==> config.mk <==
export PLATFORM = sky130hd
export DESIGN_NAME = la_trigger_ctrl
export DESIGN_NICKNAME = d
export VERILOG_FILES = /design/src/rtl/la_trigger_ctrl.sv
export SDC_FILE = /design/constraint.sdc
export NUM_CORES = 1
export LEC_CHECK = 0
export BUFFER_PORTS_ARGS = -buffer_cell sky130_fd_sc_hd__buf_2
export CAP_MARGIN = 25
export CORE_ASPECT_RATIO = 0.5
export CORE_UTILIZATION = 54
export DETAILED_ROUTE_END_ITERATION = 8
export PLACE_DENSITY = 0.78
export SETUP_SLACK_MARGIN = 0.02
export SYNTH_ARGS = -nofsm -noshare
export SYNTH_HDL_FRONTEND = slang
export SYNTH_SLANG_ARGS = --single-unit
==> constraint.sdc <==
create_clock -name clk_usb -period 2.1 [get_ports clk_usb]
set_clock_uncertainty 0.05 [all_clocks]
set_input_delay 0.21 -clock clk_usb [delete_from_list [all_inputs] [get_ports clk_usb]]
set_output_delay 0.21 -clock clk_usb [all_outputs]
set_load 0.02 [all_outputs]
==> src/rtl/la_trigger_ctrl.sv <==
// Logic-analyzer trigger conditioner: synchronizes and qualifies a selectable
// trigger source, applies a programmable delay and emits a stretched capture pulse.
module la_trigger_ctrl #(
   parameter int         pBYTECNT_SIZE = 7,
   parameter logic [7:0] pADDR_CTRL    = 8'h70,
   parameter logic [7:0] pADDR_PATTERN = 8'h71,
   parameter logic [7:0] pADDR_DELAY   = 8'h72,
   parameter logic [7:0] pADDR_WIDTH   = 8'h73,
   parameter logic [7:0] pADDR_STATUS  = 8'h74
) (
   input  logic                     clk_usb,
   input  logic                     reset,
   input  logic [7:0]               reg_address,
   input  logic [pBYTECNT_SIZE-1:0] reg_bytecnt,
   input  logic [7:0]               reg_datai,
   output logic [7:0]               reg_datao,
   input  logic                     reg_read,
   input  logic                     reg_write,
   input  logic                     glitch_go,
   input  logic                     adc_capture_go,
   input  logic [7:0]               userio,
   output logic                     capture_go_async,
   output logic                     armed
);

   typedef enum logic [2:0] {
      ST_IDLE  = 3'd0,
      ST_ARMED = 3'd1,
      ST_DELAY = 3'd2,
      ST_FIRE  = 3'd3
   } state_t;

   state_t      r_state;
   state_t      w_next_state;

   logic        r_auto_rearm;
   logic        r_pol;
   logic [1:0]  r_src;
   logic [7:0]  r_pat_value;
   logic [7:0]  r_pat_mask;
   logic [15:0] r_delay_cfg;
   logic [7:0]  r_width_cfg;
   logic [15:0] r_delay_wk;
   logic [7:0]  r_width_wk;
   logic [15:0] r_delay_cnt;
   logic [7:0]  r_width_cnt;
   logic [7:0]  r_trig_count;
   logic [9:0]  r_sync1;
   logic [9:0]  r_sync2;
   logic [9:0]  r_prev;
   logic        r_event;
   logic        r_fire;
   logic        r_capture;
   logic        r_armed;
   logic [7:0]  r_datao;

   logic        w_byte0;
   logic        w_byte1;
   logic        w_wr_ctrl;
   logic        w_arm;
   logic        w_disarm;
   logic        w_match_now;
   logic        w_match_prev;
   logic        w_sel_now;
   logic        w_sel_prev;
   logic        w_event;
   logic        w_trig;
   logic [7:0]  w_width_load;
   logic [7:0]  w_rd_data;
   logic        w_unused_ok;

   assign w_byte0      = (reg_bytecnt == pBYTECNT_SIZE'(0));
   assign w_byte1      = (reg_bytecnt == pBYTECNT_SIZE'(1));
   assign w_wr_ctrl    = reg_write && (reg_address == pADDR_CTRL) && w_byte0;
   assign w_arm        = w_wr_ctrl && reg_datai[0];
   assign w_disarm     = w_wr_ctrl && !reg_datai[0];
   assign w_match_now  = (((r_sync2[9:2] ^ r_pat_value) & r_pat_mask) == 8'h00);
   assign w_match_prev = (((r_prev[9:2] ^ r_pat_value) & r_pat_mask) == 8'h00);
   assign w_event      = r_pol ? (w_sel_prev & ~w_sel_now) : (w_sel_now & ~w_sel_prev);
   assign w_trig       = r_event | r_fire;
   assign w_width_load = (r_width_wk == 8'd0) ? 8'd1 : r_width_wk;
   assign w_unused_ok  = ^reg_datai[7:6];

   // Source selection; src 3 is manual-only and never produces an edge event
   always_comb begin
      w_sel_now  = 1'b0;
      w_sel_prev = 1'b0;
      case (r_src)
         2'd0: begin
            w_sel_now  = r_sync2[0];
            w_sel_prev = r_prev[0];
         end
         2'd1: begin
            w_sel_now  = r_sync2[1];
            w_sel_prev = r_prev[1];
         end
         2'd2: begin
            w_sel_now  = w_match_now;
            w_sel_prev = w_match_prev;
         end
         default: begin
            w_sel_now  = 1'b0;
            w_sel_prev = 1'b0;
         end
      endcase
   end

   // Input synchronizers, history stage, and registered trigger requests
   always_ff @(posedge clk_usb) begin
      if (reset) begin
         r_sync1 <= 10'd0;
         r_sync2 <= 10'd0;
         r_prev  <= 10'd0;
         r_event <= 1'b0;
         r_fire  <= 1'b0;
      end else begin
         r_sync1 <= {userio, adc_capture_go, glitch_go};
         r_sync2 <= r_sync1;
         r_prev  <= r_sync2;
         r_event <= w_event;
         r_fire  <= w_wr_ctrl & reg_datai[5];
      end
   end

   // Next-state logic; a disarm write overrides everything else
   always_comb begin
      w_next_state = r_state;
      if (w_disarm) begin
         w_next_state = ST_IDLE;
      end else begin
         case (r_state)
            ST_IDLE: begin
               if (w_arm) w_next_state = ST_ARMED;
               else       w_next_state = ST_IDLE;
            end
            ST_ARMED: begin
               if (w_trig) begin
                  if (r_delay_wk == 16'd0) w_next_state = ST_FIRE;
                  else                     w_next_state = ST_DELAY;
               end else begin
                  w_next_state = ST_ARMED;
               end
            end
            ST_DELAY: begin
               if (r_delay_cnt == 16'd1) w_next_state = ST_FIRE;
               else                      w_next_state = ST_DELAY;
            end
            ST_FIRE: begin
               if (r_width_cnt == 8'd1) begin
                  if (r_auto_rearm) w_next_state = ST_ARMED;
                  else              w_next_state = ST_IDLE;
               end else begin
                  w_next_state = ST_FIRE;
               end
            end
            default: w_next_state = ST_IDLE;
         endcase
      end
   end

   // State register, delay/width counters, trigger counter and registered outputs
   always_ff @(posedge clk_usb) begin
      if (reset) begin
         r_state      <= ST_IDLE;
         r_capture    <= 1'b0;
         r_armed      <= 1'b0;
         r_delay_wk   <= 16'd0;
         r_width_wk   <= 8'd0;
         r_delay_cnt  <= 16'd0;
         r_width_cnt  <= 8'd0;
         r_trig_count <= 8'd0;
      end else begin
         r_state   <= w_next_state;
         r_capture <= (w_next_state == ST_FIRE);
         r_armed   <= (w_next_state == ST_ARMED);
         // Working copies are frozen at arm time so later config writes can't disturb a trigger in flight
         if ((r_state == ST_IDLE) && w_arm) begin
            r_delay_wk   <= r_delay_cfg;
            r_width_wk   <= r_width_cfg;
            r_trig_count <= 8'd0;
         end
         if ((r_state == ST_ARMED) && (w_next_state == ST_DELAY)) begin
            r_delay_cnt <= r_delay_wk;
         end else if (r_state == ST_DELAY) begin
            r_delay_cnt <= r_delay_cnt - 16'd1;
         end
         if ((r_state != ST_FIRE) && (w_next_state == ST_FIRE)) begin
            r_width_cnt <= w_width_load;
            if (r_trig_count != 8'hFF) r_trig_count <= r_trig_count + 8'd1;
         end else if (r_state == ST_FIRE) begin
            r_width_cnt <= r_width_cnt - 8'd1;
         end
      end
   end

   // Configuration register writes
   always_ff @(posedge clk_usb) begin
      if (reset) begin
         r_auto_rearm <= 1'b0;
         r_src        <= 2'd0;
         r_pol        <= 1'b0;
         r_pat_value  <= 8'h00;
         r_pat_mask   <= 8'h00;
         r_delay_cfg  <= 16'd0;
         r_width_cfg  <= 8'd0;
      end else if (reg_write) begin
         case (reg_address)
            pADDR_CTRL: begin
               if (w_byte0) begin
                  r_auto_rearm <= reg_datai[1];
                  r_src        <= reg_datai[3:2];
                  r_pol        <= reg_datai[4];
               end
            end
            pADDR_PATTERN: begin
               if (w_byte0)      r_pat_value <= reg_datai;
               else if (w_byte1) r_pat_mask  <= reg_datai;
            end
            pADDR_DELAY: begin
               if (w_byte0)      r_delay_cfg[7:0]  <= reg_datai;
               else if (w_byte1) r_delay_cfg[15:8] <= reg_datai;
            end
            pADDR_WIDTH: begin
               if (w_byte0) r_width_cfg <= reg_datai;
            end
            default: begin
            end
         endcase
      end
   end

   // Read mux; anything unmapped or out of range returns zero
   always_comb begin
      w_rd_data = 8'h00;
      case (reg_address)
         pADDR_CTRL: begin
            if (w_byte0) w_rd_data = {3'b000, r_pol, r_src, r_auto_rearm, (r_state != ST_IDLE)};
            else         w_rd_data = 8'h00;
         end
         pADDR_PATTERN: begin
            if (w_byte0)      w_rd_data = r_pat_value;
            else if (w_byte1) w_rd_data = r_pat_mask;
            else              w_rd_data = 8'h00;
         end
         pADDR_DELAY: begin
            if (w_byte0)      w_rd_data = r_delay_cfg[7:0];
            else if (w_byte1) w_rd_data = r_delay_cfg[15:8];
            else              w_rd_data = 8'h00;
         end
         pADDR_WIDTH: begin
            if (w_byte0) w_rd_data = r_width_cfg;
            else         w_rd_data = 8'h00;
         end
         pADDR_STATUS: begin
            if (w_byte0)      w_rd_data = {5'b00000, r_state};
            else if (w_byte1) w_rd_data = r_trig_count;
            else              w_rd_data = 8'h00;
         end
         default: w_rd_data = 8'h00;
      endcase
   end

   // Registered read data, zero whenever no read is in progress
   always_ff @(posedge clk_usb) begin
      if (reset) r_datao <= 8'h00;
      else       r_datao <= reg_read ? w_rd_data : 8'h00;
   end

   assign reg_datao        = r_datao;
   assign capture_go_async = r_capture;
   assign armed            = r_armed;

endmodule

==> metrics.yaml, run 1 <==
synth:
  yosys_warnings: 0
  synth_top_area_share_pct: 46.0
  synth_nets: 742
  synth_edf_count: 0
  synth-async-reset-ratio_pct: 0
  ys_types: 64
  synth-main-ff-cell: "dfxtp_1"
  ys_seq_area_share_pct: 46.0
  netlist.top_cell.by_area: "dfxtp_1"
  synth_area_um2: 6260
  synth.area.top_cells: "dfxtp_1 (46%), mux2i_1 (7.4%), nand2_1 (4.8%)"
  postSynthAreaPerCell_um2: 8.95
  synthCells: 700
  yosys_register_bits: 144
run_status:
  status: "complete, but fails checks"
  violations: "setup timing"
final_layout:
  syn_to_final_growth_pct: 30.8
  post-route-util_pct: 73.5
  final_cells: 986
  nNetsFinal: 870
  insertedDiodeCount: 0
  fillers: 752
  layout-drive-gt1-share_pct: 27.1
cts:
  insertion_delay_ns: 0.42
  root_buffer: "clkbuf_16"
  numCtsBuffers: 17
  cts.sinks: 144
  clk_transition_reported_paths_ns: 0.06
  cts_tree: "built"
  htreeDepth: 4
  clock_path_buffers: 2
sta:
  tightestPinTransition_ns: 0.639
  fin_crit_ns: 2.29
  finalSetupViolations: 18
  worst_slack_ns: -0.186
  fin_crit_sh_pct: 109
  clock.fmax_mhz: 437
  slew_viol_final: 0
  hold_viol_final: 0
  rsz0062_at_grt: "true"
  maxSlewHeadroom_pct: 57.1
  worst_hold_slack_ns: 0.0874
setup_path:
  crit_fanout: 6
  critPathBufInv: 1
  crit_arrival_ns: 2.61
  crit_path_start_kind: "flop"
  path_cells: "or4_4 > nor2_4 > a32o_2 > a21oi_4 > buf_6 > or2_4 > or4b_1 > nand2_1"
  critPathSlowestCell: "or4_4"
  critPathTopFamily: "simple AND/OR/NAND/NOR gates"
  critical_path_required_ns: 2.42
  max_stage_delay_ns: 0.55
  crit_type: "reg -> reg"
  end_kind: "flop"
route:
  via_per_inst: 6.00
  wl_um: 18200
  routedWlPerCell_um: 18.4
  vias: 5914
  dr.pass1.iters: 8
  drt_iter0_markers: 669
  ant_nets: 0
  drcViolationCount: 0
global_route:
  grt_pass1_wl_um: 28400
  grt-ovfl-total: 0
  antenna_found_initial: 0
  grt_pass1_vias: 5624
  grt.total_usage_pct: 30.4
  grt_max_degree: 73
flow_run:
  maxCapViolCount: 0
power:
  vdd_drop_max_mv: 0.722
  powerDensity_nw_per_um2: 810
  leakagePower_uw: 0.00323
floorplan:
  start_util_pct: 56.2
  die-area_um2: 12100
  io_pins: 47
  rows: 27
  dieWidth_um: 154
  placeableCoreArea_um2: 11100
  die_y_um: 78.2
hold_path:
  hold_path.class: "in -> reg"
place:
  pre_cts_slack_ns: -0.190
  gpl.final_weighted_congestion: 0.915
  dp.cells: 937
  dp_hpwl_um: 11700
  io_buffers: 46
[through the flow]
step	TNS [ns]	instance area, µm²	power, µW
floorplan	-0.178	6310	3180
global placement	-2.04	7240	3390
detailed placement	-4.30	7240	3410
CTS	-1.16	8060	6580
global route	-3.31	8190	6800
finish	-2.17	8190	6640
[report_power, final]
part / switching, µW / internal [µW] / leakage, µW
sequential: 34.2 / 2800 / 0.00117
combinational: 327 / 301 / 0.00177
clock: 1190 / 1990 / 0.000296
[cell usage in the layout (no fill, tap or decap), types with 5 or more instances in the layout]
master | netlist | layout
dfxtp_1 | 144 | 140
nand2_1 | 80 | 80
buf_4 | 0 | 77
nor2_1 | 79 | 76
a21oi_1 | 57 | 49
mux2i_1 | 46 | 46
buf_2 | 7 | 45
nor2b_1 | 37 | 36
nand3_1 | 26 | 24
clkbuf_16 | 0 | 17
xor2_1 | 16 | 16
nor3_1 | 17 | 14
inv_1 | 13 | 13
nor4_1 | 12 | 11
dlygate4sd3_1 | 0 | 10
a222oi_1 | 8 | 8
a21oi_2 | 1 | 8
a31oi_1 | 7 | 7
o21ai_1 | 3 | 6
and3_1 | 6 | 6
nor3b_1 | 6 | 6
buf_12 | 0 | 6
and2_1 | 5 | 5
o21ai_0 | 10 | 5
o211ai_1 | 5 | 5
a22oi_1 | 5 | 5
ha_1 | 5 | 5
buf_6 | 1 | 5
[cells by family after synthesis]
family | after synthesis | synth area share (%)
AOI/OAI and AO/OA | 130 | 13.6
xor gates and xnor gates | 18 | 2.52
adders and majority gates | 5 | 0.999
buffers and inverters | 48 | 3.14
DFF | 144 | 46.0
muxes | 54 | 9.51
and+or+nand+nor | 301 | 24.2
[sequential cells by signal, indices dropped and copies added (netlist names), 2 cells and up]
register,flops
r_delay_cfg,16
r_delay_cnt,16
r_delay_wk,16
r_prev,10
r_sync1,10
r_sync2,10
r_pat_mask,8
r_pat_value,8
r_trig_count,8
r_width_cfg,8
r_width_cnt,8
r_width_wk,8
reg_datao,8
r_src,2
r_state,2
[synthesized netlist by cell type, types with 5 or more instances]
cell / n
a21oi_1: 57
a222oi_1: 8
a22oi_1: 5
a31oi_1: 7
and2_1: 5
and3_1: 6
buf_2: 7
clkbuf_1: 25
dfxtp_1: 144
ha_1: 5
inv_1: 13
mux2i_1: 46
nand2_1: 80
nand3_1: 26
nor2_1: 79
nor2b_1: 37
nor3_1: 17
nor3b_1: 6
nor4_1: 12
o211ai_1: 5
o21ai_0: 10
or3_1: 7
xor2_1: 16
[path summary, 6_finish.rpt]
check,from,end,slack (ns),cells past startpoint
min,reg_datai[5],r_fire,0.09,2
min reg2reg,r_sync1[4],r_sync2[4],0.39,1
max reg2reg,r_delay_cnt[9],r_trig_count[4],-0.19,8
max,r_delay_cnt[9],r_trig_count[4],-0.19,8
[per-layer routing]
layer  vias up  part of all wire [%]  track usage, %  wire length [µm]
li1       2745                     -               -                 -
met1      2805                    41            37.8              7520
met2       327                    48            51.7              8670
met3        37                   9.3            7.73              1690
met4         0                   1.7            10.4               305
met5         -                     0               0                 0
[final cells by class]
cell class              instances  area (µm²)  area share, %
clock buffers                  18         429           5.24
clock inverters                14         189           2.31
inverters                      13        48.8          0.596
multi-input cells             509        3380           41.2
flip-flops and latches        144        2890           35.2
well taps                     145         181           2.21
repair buffers                143        1080           13.2
[what timing repair did]
action,4_1_cts,5_1_grt
gates resized for setup,20,28
setup buffers,4,4
cloned,1,0
hold buffers,10,0
pin swaps,18,23
endpoints found under the setup margin,20,23
hold endpoints to repair,10,0
No activity file was read; power rests on OpenSTA's default activity.
==> run 2: changes to the inputs <==
--- a/config.mk
+++ b/config.mk
@@ -7,8 +7,10 @@
 export LEC_CHECK = 0
 export BUFFER_PORTS_ARGS = -buffer_cell sky130_fd_sc_hd__buf_2
 export CAP_MARGIN = 25
+export CELL_PAD_IN_SITES_DETAIL_PLACEMENT = 1
+export CELL_PAD_IN_SITES_GLOBAL_PLACEMENT = 2
 export CORE_ASPECT_RATIO = 0.5
-export CORE_UTILIZATION = 54
+export CORE_UTILIZATION = 34
 export DETAILED_ROUTE_END_ITERATION = 8
 export PLACE_DENSITY = 0.78
 export SETUP_SLACK_MARGIN = 0.02
==> metrics.yaml, run 2 (synthesis results as in run 1) <==
run_status:
  status: "complete, but fails checks"
  violations: "setup timing"
route:
  via_per_inst: 5.30
  drcViolationCount: 0
  dr.pass1.iters: 8
  wl_um: 20300
  drt_iter0_markers: 364
  routedWlPerCell_um: 18.9
  vias: 5690
  ant_nets: 0
power:
  leakagePower_uw: 0.00324
  p_comb_share_pct: 8.9
  intPower_uw: 5120
  power.switching_uw: 1640
  powerDensity_nw_per_um2: 816
  finalPower_uw: 6760
  seqPwrFrac_pct: 41.9
  switching_share_pct: 24.3
  vdd_drop_max_mv: 0.553
  clkPwrFrac_pct: 49.3
floorplan:
  die_y_um: 98.0
  placeableCoreArea_um2: 17700
  io_pins: 47
  die-area_um2: 19000
  dieWidth_um: 194
  rows: 34
  start_util_pct: 35.4
cts:
  clk_transition_reported_paths_ns: 0.07
  numCtsBuffers: 17
  cts.sinks: 144
  cts_tree: "built"
  htreeDepth: 4
  root_buffer: "clkbuf_16"
  clock_path_buffers: 2
  insertion_delay_ns: 0.43
place:
  dp_hpwl_um: 14400
  gpl.final_weighted_congestion: 0.846
  pre_cts_slack_ns: -0.212
  io_buffers: 46
final_layout:
  reg_top3: "r_delay_cfg x16, r_delay_cnt x16, r_delay_wk x16"
  fillers: 2065
  insertedDiodeCount: 0
  final_common_cell: "dfxtp_1"
  syn_to_final_growth_pct: 32.3
  nNetsFinal: 869
  layout-drive-gt1-share_pct: 26.1
  layout_common_cells: "dfxtp_1 (142), nand2_1 (80), buf_4 (78)"
  multi_input_area_um2: 3340
  register_area_um2: 2890
flow_run:
  maxCapViolCount: 0
sta:
  maxSlewHeadroom_pct: 53.7
  rsz0062_at_grt: "true"
  worst_hold_slack_ns: 0.0494
  slew_viol_final: 0
  hold_viol_final: 0
  worst_slack_ns: -0.137
  fin_crit_ns: 2.24
  finalSetupViolations: 18
  fin_crit_sh_pct: 107
  tightestPinTransition_ns: 0.689
  clock.fmax_mhz: 447
setup_path:
  crit_path_start_kind: "flop"
  end_kind: "flop"
  crit_fanout: 7
  crit_arrival_ns: 2.56
  critical_path_required_ns: 2.42
  crit_type: "reg -> reg"
hold_path:
  hold_path.class: "in -> reg"
global_route:
  grt_max_degree: 79
  grt_pass1_wl_um: 32400
  antenna_found_initial: 0
  grt.total_usage_pct: 22.1
  grt_pass1_vias: 5903
  grt-ovfl-total: 0
==> run 2: cell count changes in the layout (fill, tap and decap cells not counted), moves of 3 or more <==
cell        before  now
nor4_1          11    8
clkinv_4         1    4
clkinvlp_4       3    0
buf_6            5    2
nor4_2           1    4
==> run 2: what timing repair did <==
action,in CTS,in global routing
buffers inserted,3,2
pin swaps,11,9
endpoints found under the hold margin,10,0
endpoints found under the setup margin,20,28
gates resized for setup,13,19
gates cloned,0,1
hold buffers,10,0
==> run 2: cell type report <==
| type | instances | share of cell area, % |
|---|---|---|
| inverters | 13 | 0.589 |
| multi-input cells | 508 | 40.3 |
| flip-flops and latches | 144 | 34.8 |
| clock inverters | 14 | 2.45 |
| well taps | 234 | 3.53 |
| repair buffers | 143 | 13.0 |
| clock buffers | 18 | 5.30 |
==> run 2: layer usage <==
metal	GRT usage, %	routed length (µm)	vias up
li1	-	-	2730
met1	28.6	9730	2823
met2	36.0	9350	103
met3	5.18	843	34
met4	8.24	402	0
met5	0	0	-
==> run 2: worst paths after layout <==
kind / cells after the start / endpoint / slack, ns / from
worst min-delay path: 2 / r_pat_value[0] / 0.05 / reset
worst max-delay path: 8 / r_trig_count[1] / -0.14 / r_width_cnt[2]
worst min register to register: 1 / r_sync2[1] / 0.39 / r_sync1[1]
worst max register to register: 8 / r_trig_count[1] / -0.14 / r_width_cnt[2]
==> run 2: through the flow <==
stage | utilization, % | area, µm² | TNS [ns] | instances
2_1_floorplan | - | 6310 | -0.178 | 700
3_3_place_gp | 41.6 | 7370 | -5.55 | 1026
3_5_place_dp | 41.6 | 7370 | -8.13 | 1026
4_1_cts | 46.2 | 8180 | -1.60 | 1071
5_1_grt | 46.8 | 8290 | -3.83 | 1074
6_report | 46.8 | 8290 | -1.69 | 1074
==> run 2: worst max-delay path: stages (launching register included) <==
cell,delay (ns)
dfxtp_1,0.31
or4_4,0.56
nor4b_4,0.31
nand2_1,0.14
a21oi_4,0.25
or2_4,0.21
buf_4,0.12
o211ai_1,0.10
a21oi_1,0.14
==> run 2: power groups by stage <==
stage	combinational [µW]	sequential, µW	clock, µW
floorplan	300	2880	0
global placement	530	2880	0
detailed placement	546	2890	0
CTS	580	2830	3390
global route	658	2840	3500
finish	600	2830	3330
==> run 3: changes to the inputs <==
--- a/config.mk
+++ b/config.mk
@@ -7,12 +7,10 @@
 export LEC_CHECK = 0
 export BUFFER_PORTS_ARGS = -buffer_cell sky130_fd_sc_hd__buf_2
 export CAP_MARGIN = 25
-export CELL_PAD_IN_SITES_DETAIL_PLACEMENT = 1
-export CELL_PAD_IN_SITES_GLOBAL_PLACEMENT = 2
 export CORE_ASPECT_RATIO = 0.5
-export CORE_UTILIZATION = 34
+export CORE_UTILIZATION = 54
 export DETAILED_ROUTE_END_ITERATION = 8
-export PLACE_DENSITY = 0.78
+export PLACE_DENSITY = 0.79
 export SETUP_SLACK_MARGIN = 0.02
 export SYNTH_ARGS = -nofsm -noshare
 export SYNTH_HDL_FRONTEND = slang
==> metrics.yaml, run 3 (synthesis results as in run 1) <==
setup_path:
  worstReg2RegStart: "r_width_cnt[3]"
  critPathCapture: "r_width_cnt[0]"
  max_stage_delay_ns: 0.56
  path_cells: "or4_4 > nor4b_4 > nand2_2 > a21oi_4 > buf_6 > nand2_1 > a311oi_1 > a211oi_2"
  crit_path_start_kind: "flop"
  rr_endpoint: "r_width_cnt[0]"
  r2r_cells: 8
  end_kind: "flop"
  critical_path_required_ns: 2.34
  crit_fanout: 6
  critPathSlowestCell: "or4_4"
  critPathLaunch: "r_width_cnt[3]"
  crit_type: "reg -> reg"
  reg2reg_slack_ns: -0.28
  crit_arrival_ns: 2.62
sta:
  slew_viol_final: 0
  maxSlewHeadroom_pct: 62.2
  hold_viol_final: 0
  fin_crit_sh_pct: 113
  rsz0062_at_grt: "true"
  clock.fmax_mhz: 420
  finalSetupViolations: 20
  tightestPinTransition_ns: 0.566
  tns_ns: -3.57
  worst_slack_ns: -0.283
  fin_crit_ns: 2.38
place:
  post_dp_cell_area_um2: 7230
  io_buffers: 46
  dp_hpwl_um: 12100
  dp.cells: 934
  pre_cts_slack_ns: -0.249
  gpl.final_weighted_congestion: 0.917
power:
  powerDensity_nw_per_um2: 778
  switching_share_pct: 24.4
  leakagePower_uw: 0.00319
  p_comb_share_pct: 10.3
  power.switching_uw: 1540
  finalPower_uw: 6320
  seqPwrFrac_pct: 44.8
  clkPwrFrac_pct: 44.9
  vdd_drop_max_mv: 0.694
  intPower_uw: 4780
floorplan:
  start_util_pct: 56.2
  placeableCoreArea_um2: 11100
  io_pins: 47
  die_y_um: 78.2
  rows: 27
  die-area_um2: 12100
  dieWidth_um: 154
cts:
  clk_transition_reported_paths_ns: 0.06
  htreeDepth: 4
  cts_tree: "built"
  insertion_delay_ns: 0.42
  clock_path_buffers: 2
  numCtsBuffers: 17
  root_buffer: "clkbuf_16"
  cts.sinks: 144
global_route:
  grt-ovfl-total: 0
  grt.total_usage_pct: 30.7
  grt_pass1_wl_um: 28500
  antenna_found_initial: 0
  grt_max_degree: 66
  grt_pass1_vias: 5694
final_layout:
  fillers: 756
  syn_to_final_growth_pct: 29.8
  layout-drive-gt1-share_pct: 26.3
  nNetsFinal: 868
  final_common_cell: "dfxtp_1"
  insertedDiodeCount: 0
  postLayoutCellArea_um2: 8130
  layout_common_cells: "dfxtp_1 (140), nand2_1 (78), nor2_1 (77)"
  final_cells: 983
  reg_top3: "r_delay_cfg x16, r_delay_cnt x16, r_delay_wk x16"
route:
  ant_nets: 0
  routedWlPerCell_um: 18.8
  via_per_inst: 6.04
  wl_um: 18500
  vias: 5942
  drcViolationCount: 0
  dr.pass1.iters: 5
  drt_iter0_markers: 744
hold_path:
  hold_path.class: "in -> reg"
run_status:
  violations: "setup timing"
  status: "complete, but fails checks"
flow_run:
  maxCapViolCount: 0
[run 3: cell count changes in the layout (fill, tap and decap cells not counted), sizes merged]
cell,delta
clkinvlp,+4
clkinv,-1
buf,-2
inv,-4
clkbuf,+3
or2,+1
bufinv,-3
[run 3: how the worst min path moves through the flow]
stage | startpoint | to | depth (start not counted)
after floorplan | glitch_go | r_sync1[0] | 1
after global placement | r_sync1[6] | r_sync2[6] | 1
after detailed placement | userio[7] | r_sync1[9] | 2
after CTS | reg_datai[6] | r_width_cfg[6] | 3
after global routing | reg_datai[1] | r_pat_value[1] | 3
final | reg_datai[6] | r_width_cfg[6] | 3
[run 3: power by group through the flow]
stage	Combinational [µW]	Sequential (µW)	Clock [µW]
final	651	2830	2840
after CTS	575	2830	2840
after global placement	501	2880	0
after global routing	698	2840	2970
after detailed placement	518	2890	0
after floorplan	300	2880	0
[run 3: repair_timing]
item,4_1_cts,5_1_grt
gates resized for setup,22,23
buffers inserted,5,3
pin swaps,18,11
hold buffers,10,0
setup endpoints to repair,20,23
gates cloned,1,0
endpoints found under the hold margin,10,0
[run 3: final cells by class]
cell class	count	area (µm²)	area share, %
Sequential cell	144	2890	35.5
Timing Repair Buffer	141	1080	13.3
Clock inverter	10	88.8	1.09
Multi-Input combinational cell	509	3380	41.6
Tap cell	145	181	2.23
Clock buffer	21	460	5.67
Inverter	13	48.8	0.600
[run 3: stage by stage]
stage,util [%],hold slack [ns]
finish,72.9,0.0819
global placement,64.9,0.366
detailed placement,64.9,0.372
CTS,71.9,0.0754
floorplan,-,0.288
global route,72.9,0.0814
[run 3: worst max-delay path, delay by kind of cell (launching register included)]
| kind | cells | cell delay, ns |
|---|---|---|
| AO/OA/AOI/OAI | 3 | 0.61 |
| buffers and inverters | 1 | 0.13 |
| flip-flops | 1 | 0.32 |
| AND/OR/NAND/NOR | 4 | 1.15 |
[run 3: metal layers]
metal | part of all wire, % | up-vias | GRT usage, %
li1 | - | 2740 | -
met1 | 41 | 2849 | 38.0
met2 | 47 | 287 | 51.6
met3 | 8.7 | 66 | 8.45
met4 | 3.1 | 0 | 11.5
met5 | 0 | - | 0
